`src/rtl/rom_pic_reader.sv`:
```
// rom_pic_reader: video-side fetch stage for a single-port picture ROM.
// Tracks the pixel position from raw vs/hs/de timing and issues ROM addresses
// for a PIC_W x PIC_H window placed at (X_OFF, Y_OFF). The ROM read data is
// re-aligned with the timing, delayed by L = ROM_LAT+2 cycles, and emitted
// as RGB888. Pixels outside the window are driven as BG_COLOR.
//
// Ports:
//   clk, rst_n          pixel clock, synchronous active-low reset
//   vs_in, hs_in, de_in raw timing (vs active level = VS_POL)
//   rom_addr            registered ROM address
//   rom_clk_en          registered; high while rom_addr carries a new address
//   rom_rd_data         ROM word, valid ROM_LAT cycles after rom_addr
//   vs_out, hs_out,     timing delayed by L cycles
//   de_out
//   rgb_out             {R,G,B} aligned with de_out, 0 while de_out is low
module rom_pic_reader #(
    parameter int unsigned PIC_W    = 256,
    parameter int unsigned PIC_H    = 256,
    parameter int unsigned X_OFF    = 0,
    parameter int unsigned Y_OFF    = 0,
    parameter int unsigned ADDR_W   = 16,
    parameter int unsigned DATA_W   = 16,
    parameter int unsigned ROM_LAT  = 2,
    parameter logic        VS_POL   = 1'b1,
    parameter logic [23:0] BG_COLOR = 24'h000000
) (
    input  logic              clk,
    input  logic              rst_n,
    input  logic              vs_in,
    input  logic              hs_in,
    input  logic              de_in,
    output logic [ADDR_W-1:0] rom_addr,
    output logic              rom_clk_en,
    input  logic [DATA_W-1:0] rom_rd_data,
    output logic              vs_out,
    output logic              hs_out,
    output logic              de_out,
    output logic [23:0]       rgb_out
);

    localparam int unsigned LAT       = ROM_LAT + 2;
    localparam int unsigned NSTG      = LAT - 1;
    localparam int unsigned LAST_ADDR = PIC_W * PIC_H - 1;

    logic              vs_prev;
    logic              de_prev;
    logic              synced;
    logic [15:0]       x_cnt;
    logic [15:0]       y_cnt;
    logic [ADDR_W-1:0] addr_cnt;
    logic [ADDR_W-1:0] line_base;

    logic              vs_edge_c;
    logic              de_fall_c;
    logic [31:0]       x_rel_c;
    logic [31:0]       y_rel_c;
    logic              in_x_c;
    logic              in_y_c;
    logic              in_win_c;
    logic [31:0]       next_base_c;
    logic [23:0]       rgb_exp_c;

    // {vs, hs, de, in_win} per stage; index 0 is stage 1
    logic [3:0]        dly [NSTG];
    logic [3:0]        tap_c;

    assign vs_edge_c = (vs_in == VS_POL) && (vs_prev != VS_POL);
    assign de_fall_c = de_prev & ~de_in;

    // Offset-relative coordinates: positions left of/above the window wrap
    // to huge values, so a single "< size" test covers both bounds.
    assign x_rel_c  = 32'(x_cnt) - 32'(X_OFF);
    assign y_rel_c  = 32'(y_cnt) - 32'(Y_OFF);
    assign in_x_c   = x_rel_c < 32'(PIC_W);
    assign in_y_c   = y_rel_c < 32'(PIC_H);
    assign in_win_c = synced & de_in & in_x_c & in_y_c;

    assign next_base_c = 32'(line_base) + 32'(PIC_W);

    // Position counters, frame sync and address counter
    always_ff @(posedge clk) begin
        if (!rst_n) begin
            vs_prev   <= ~VS_POL;
            de_prev   <= 1'b0;
            synced    <= 1'b0;
            x_cnt     <= 16'd0;
            y_cnt     <= 16'd0;
            addr_cnt  <= '0;
            line_base <= '0;
        end else begin
            vs_prev <= vs_in;
            de_prev <= de_in;
            if (vs_edge_c) begin
                synced    <= 1'b1;
                x_cnt     <= 16'd0;
                y_cnt     <= 16'd0;
                addr_cnt  <= '0;
                line_base <= '0;
            end else begin
                x_cnt <= de_in ? x_cnt + 16'd1 : 16'd0;
                if (de_fall_c && (y_cnt != 16'hFFFF)) begin
                    y_cnt <= y_cnt + 16'd1;
                end
                // Hold at the last picture word instead of running past it
                if (in_win_c && (addr_cnt != ADDR_W'(LAST_ADDR))) begin
                    addr_cnt <= addr_cnt + ADDR_W'(1);
                end
                // Re-base each row so horizontal clipping never skews rows;
                // no advance past the last row keeps addr_cnt in range.
                if (de_fall_c && in_y_c && (next_base_c <= 32'(LAST_ADDR))) begin
                    line_base <= ADDR_W'(next_base_c);
                    addr_cnt  <= ADDR_W'(next_base_c);
                end
            end
        end
    end

    // ROM address port
    always_ff @(posedge clk) begin
        if (!rst_n) begin
            rom_addr   <= '0;
            rom_clk_en <= 1'b0;
        end else begin
            rom_clk_en <= in_win_c;
            if (in_win_c) begin
                rom_addr <= addr_cnt;
            end
        end
    end

    // Timing / window delay line
    always_ff @(posedge clk) begin
        if (!rst_n) begin
            for (int unsigned i = 0; i < NSTG; i++) begin
                dly[i] <= {~VS_POL, 3'b000};
            end
        end else begin
            dly[0] <= {vs_in, hs_in, de_in, in_win_c};
            for (int unsigned i = 1; i < NSTG; i++) begin
                dly[i] <= dly[i-1];
            end
        end
    end

    assign tap_c = dly[NSTG-1];

    // Pixel format expansion
    generate
        if (DATA_W == 24) begin : g_rgb888
            assign rgb_exp_c = 24'(rom_rd_data);
        end else begin : g_rgb565
            logic [15:0] d565;
            assign d565      = 16'(rom_rd_data);
            // Replicate MSBs into the LSBs so full-scale maps to 8'hFF
            assign rgb_exp_c = {d565[15:11], d565[15:13],
                                d565[10:5],  d565[10:9],
                                d565[4:0],   d565[4:2]};
        end
    endgenerate

    // Output register, final stage of the delay line
    always_ff @(posedge clk) begin
        if (!rst_n) begin
            vs_out  <= ~VS_POL;
            hs_out  <= 1'b0;
            de_out  <= 1'b0;
            rgb_out <= 24'h000000;
        end else begin
            vs_out <= tap_c[3];
            hs_out <= tap_c[2];
            de_out <= tap_c[1];
            if (!tap_c[1]) begin
                rgb_out <= 24'h000000;
            end else if (tap_c[0]) begin
                rgb_out <= rgb_exp_c;
            end else begin
                rgb_out <= BG_COLOR;
            end
        end
    end

endmodule
```
`config.mk`:
```
export PLATFORM = sky130hd
export DESIGN_NAME = rom_pic_reader
export DESIGN_NICKNAME = d
export VERILOG_FILES = /design/src/rtl/rom_pic_reader.sv
export SDC_FILE = /design/constraint.sdc
export NUM_CORES = 1
export LEC_CHECK = 0
export ABC_AREA = 1
export ABC_CLOCK_PERIOD_IN_PS = 2400
export BUFFER_PORTS_ARGS = -buffer_cell sky130_fd_sc_hd__buf_2
export CAP_MARGIN = 30
export CELL_PAD_IN_SITES_DETAIL_PLACEMENT = 1
export CELL_PAD_IN_SITES_GLOBAL_PLACEMENT = 1
export CORE_MARGIN = 2
export CORE_UTILIZATION = 30
export CTS_CLUSTER_DIAMETER = 60
export DETAILED_ROUTE_END_ITERATION = 12
export PLACE_DENSITY = 0.6
export SETUP_SLACK_MARGIN = 0.1
export SLEW_MARGIN = 20
export SYNTH_ARGS = -nofsm -noshare
export SYNTH_HDL_FRONTEND = slang
export SYNTH_SLANG_ARGS = --single-unit
```
`constraint.sdc`:
```
create_clock -name clk -period 2.4 [get_ports clk]
set_clock_uncertainty 0.2 [all_clocks]
set_input_delay 0.24 -clock clk [delete_from_list [all_inputs] [get_ports clk]]
set_output_delay 0.24 -clock clk [all_outputs]
set_load 0.05 [all_outputs]
```
==> flow_summary.toml <==
[grt]
grt_usage_pct = 16.2
gr-total-overflow = 0
grt_max_degree = 30
antenna_found_initial = 0
grt_pass1_vias = 4636
grt_pass1_wl_um = 23000

[cts]
h-tree-depth = 3
cts_made_buffers = 9
path_clk_slew_ns = 0.08
root_buffer = "clkbuf_16"
cts_tree = "done"
clock_sink_count = 104
worstSkewPairLatency_ns = 0.36
clk_path_buf_depth = 2

[worst_setup_path]
path_cells = "dlygate4sd3_1, buf_2, inv_2, nor2_1, and2_1, nand2_1, nor2_4, buf_4, nand3_1, a21oi_1, nor2_1"
worstPathMaxFanout = 15
crit_start = "de_in"
endpoint_kind = "flop"
worstSetupPathType = "in2reg"
critPathMaxStageDelay_ns = 0.52
worstReg2RegStart = "y_cnt[15]$_SDFFE_PP0P_"
required_ns = 2.46
crit_family = "buffers and inverters"
path_common_cell = "nor2_1"
cp_slowest_cell = "dlygate4sd3_1"
startpoint_type = "primary input"
critPathBufInv = 4
arrival_ns = 2.18

[synthesis]
seq_area_frac_synth_pct = 42.9
syn_inst = 690
syn_area_um2 = 4850
ys_ff_latch = 104
synth_cell_types = 33
synth_flop_cell = "dfxtp_1"
synth_edf_count = 0
ys_warn_count = 0
netlist_top_cells_area = "dfxtp_1 (43%), nand2_1 (13%), nor2_1 (8.0%)"
synthesis.nets = 715
synth_top_area_share_pct = 42.9
synth_top_area_cell = "dfxtp_1"
ys_async_sr_fraction_pct = 0
syn_avg_cell_area_um2 = 7.03

[cells_and_area]
drive_gt1_share_pct = 16.6
final_nets = 797
diodes = 0
syn_to_final_growth_pct = 21.1
fillers = 1994

[floorplan]
num_io_pins = 65
die_w_um = 131
row_count = 46
die_y_um = 131
start_util_pct = 30.7
core_area_um2 = 15800
dieArea_um2 = 17200

[place]
dp_hpwl_um = 9920
gp_congestion = 0.821
portBuffers = 64

[drt]
vias_per_cell = 4.57
vias = 4536
first_pass_iters = 4
antenna_left = 0
totalWireLength_um = 13700
drt-wirelength-per-cell_um = 13.8
drtIter0Drc = 163
drcViolationCount = 0

[flow_run]
maxCapViolCount = 0

[timing]
rsz0062_at_grt = "false"
fmax_mhz = 471
tightest_slew_ns = 0.484
period_share_pct = 88.4
period_minus_slack_ns = 2.12
slew_viol_final = 0
hold_viol_final = 0
holdWs_ns = 0.220
relSlewSlack_pct = 67.7
setup_viol = 0
setup-tns-final_ns = 0

[worst_hold_path]
hold_path_class = "reg2reg"
hold_start = "dly[0][5]$_SDFF_PN0_"

[power_and_ir_drop]
pwr_density_cell_nw_per_um2 = 605
leakage_nw = 2.60
peakVddDrop_mv = 0.309

[outcome]
run_status = "finished clean"
## registers in the layout, indices dropped and copies added (netlist names), 8 cells and up
signal     cells
line_base      8
y_cnt         16
dly           12
x_cnt         16
addr_cnt      16
rom_addr      16
rgb_out       16
## worst register-to-register path, delay by kind of cell (launching register included)
family,cells,cell delay (ns)
AND/OR/NAND/NOR,5,0.94
AO/OA/AOI/OAI,1,0.15
buffers and inverters,1,0.27
flip-flops,1,0.36
## stage by stage
stage | setup WS, ns | total power, mW | std cells | instance area (µm²) | util [%]
3_3_place_gp | 0.246 | 2.07 | 953 | 5340 | 33.7
6_report | 0.278 | 3.55 | 993 | 5870 | 37.1
5_1_grt | 0.141 | 3.71 | 993 | 5870 | 37.1
4_1_cts | 0.181 | 3.61 | 989 | 5830 | 36.9
2_1_floorplan | 0.681 | 1.99 | 690 | 4850 | -
3_5_place_dp | 0.224 | 2.07 | 953 | 5340 | 33.7
## final cells by class
type,instances,area [µm²],share of cell area (%)
inverters,90,338,5.75
flip-flops and latches,104,2080,35.4
clock inverters,7,68.8,1.17
clock buffers,9,225,3.83
well taps,216,270,4.60
repair buffers,92,581,9.88
multi-input cells,475,2310,39.3
## power by group
group | switching (mW) | total (mW) | internal [mW]
clock network | 0.753 | 1.49 | 0.739
logic | 0.195 | 0.288 | 0.0923
registers | 0.0190 | 1.77 | 1.76
## cells in the mapped netlist (10+ instances only)
library cell	count
buf_4	11
nor2_2	11
dfxtp_1	104
o21ai_0	23
nand4_1	12
nor3_1	10
nor2_1	103
nand3_1	42
nand2_1	172
a21oi_1	45
xor2_1	11
inv_1	83
## cells in the final DEF (no fill, tap or decap), types with 2 or more instances in the layout
cell,instances
a21oi_1,45
a31oi_1,2
and2_1,2
buf_2,64
buf_4,8
clkbuf_16,9
clkinv_4,2
dfxtp_1,104
dlygate4sd3_1,20
ha_1,4
inv_1,83
inv_2,7
inv_6,2
inv_8,3
nand2_1,172
nand2_2,4
nand2_4,4
nand3_1,42
nand3_2,3
nand3b_1,3
nand4_1,12
nor2_1,103
nor2_2,12
nor2_4,3
nor3_1,10
nor3_2,2
nor3_4,2
o21ai_0,23
o22ai_1,4
xnor2_1,6
xor2_1,11
## worst paths after layout
check | endpoint | slack (ns) | depth (start not counted)
setup / recovery | addr_cnt[10]$_SDFFE_PP0P_ | 0.28 | 11
hold reg to reg | dly[0][9]$_SDFF_PN0_ | 0.22 | 2
setup reg to reg | addr_cnt[10]$_SDFFE_PP0P_ | 0.38 | 7
hold / removal | dly[0][9]$_SDFF_PN0_ | 0.22 | 2
## layer usage
layer / global-route usage [%] / vias up / routed length [µm]
met4: 5.50 / 0 / 234
met5: 0 / - / 0
met1: 20.4 / 2113 / 6610
met3: 2.78 / 16 / 465
li1: - / 2327 / -
met2: 28.2 / 80 / 6440
## cell families (layout without fill, tap and decap cells)
kind of cell	count (synthesis)	in the layout	synth area share, %
AOI/OAI and AO/OA	75	75	7.89
xor gates and xnor gates	17	17	3.07
adders and majority gates	4	4	1.03
buffers and inverters	112	198	9.88
DFF	104	104	42.9
and+or+nand+nor	378	379	35.2
## what timing repair did
item                                   in CTS  in global routing
setup endpoints to repair                   0                  9
hold buffers                               20                  0
buffers inserted                            0                  3
resized for setup                           0                  2
endpoints found under the hold margin      21                  0
Power figures use the tool's default switching activity.
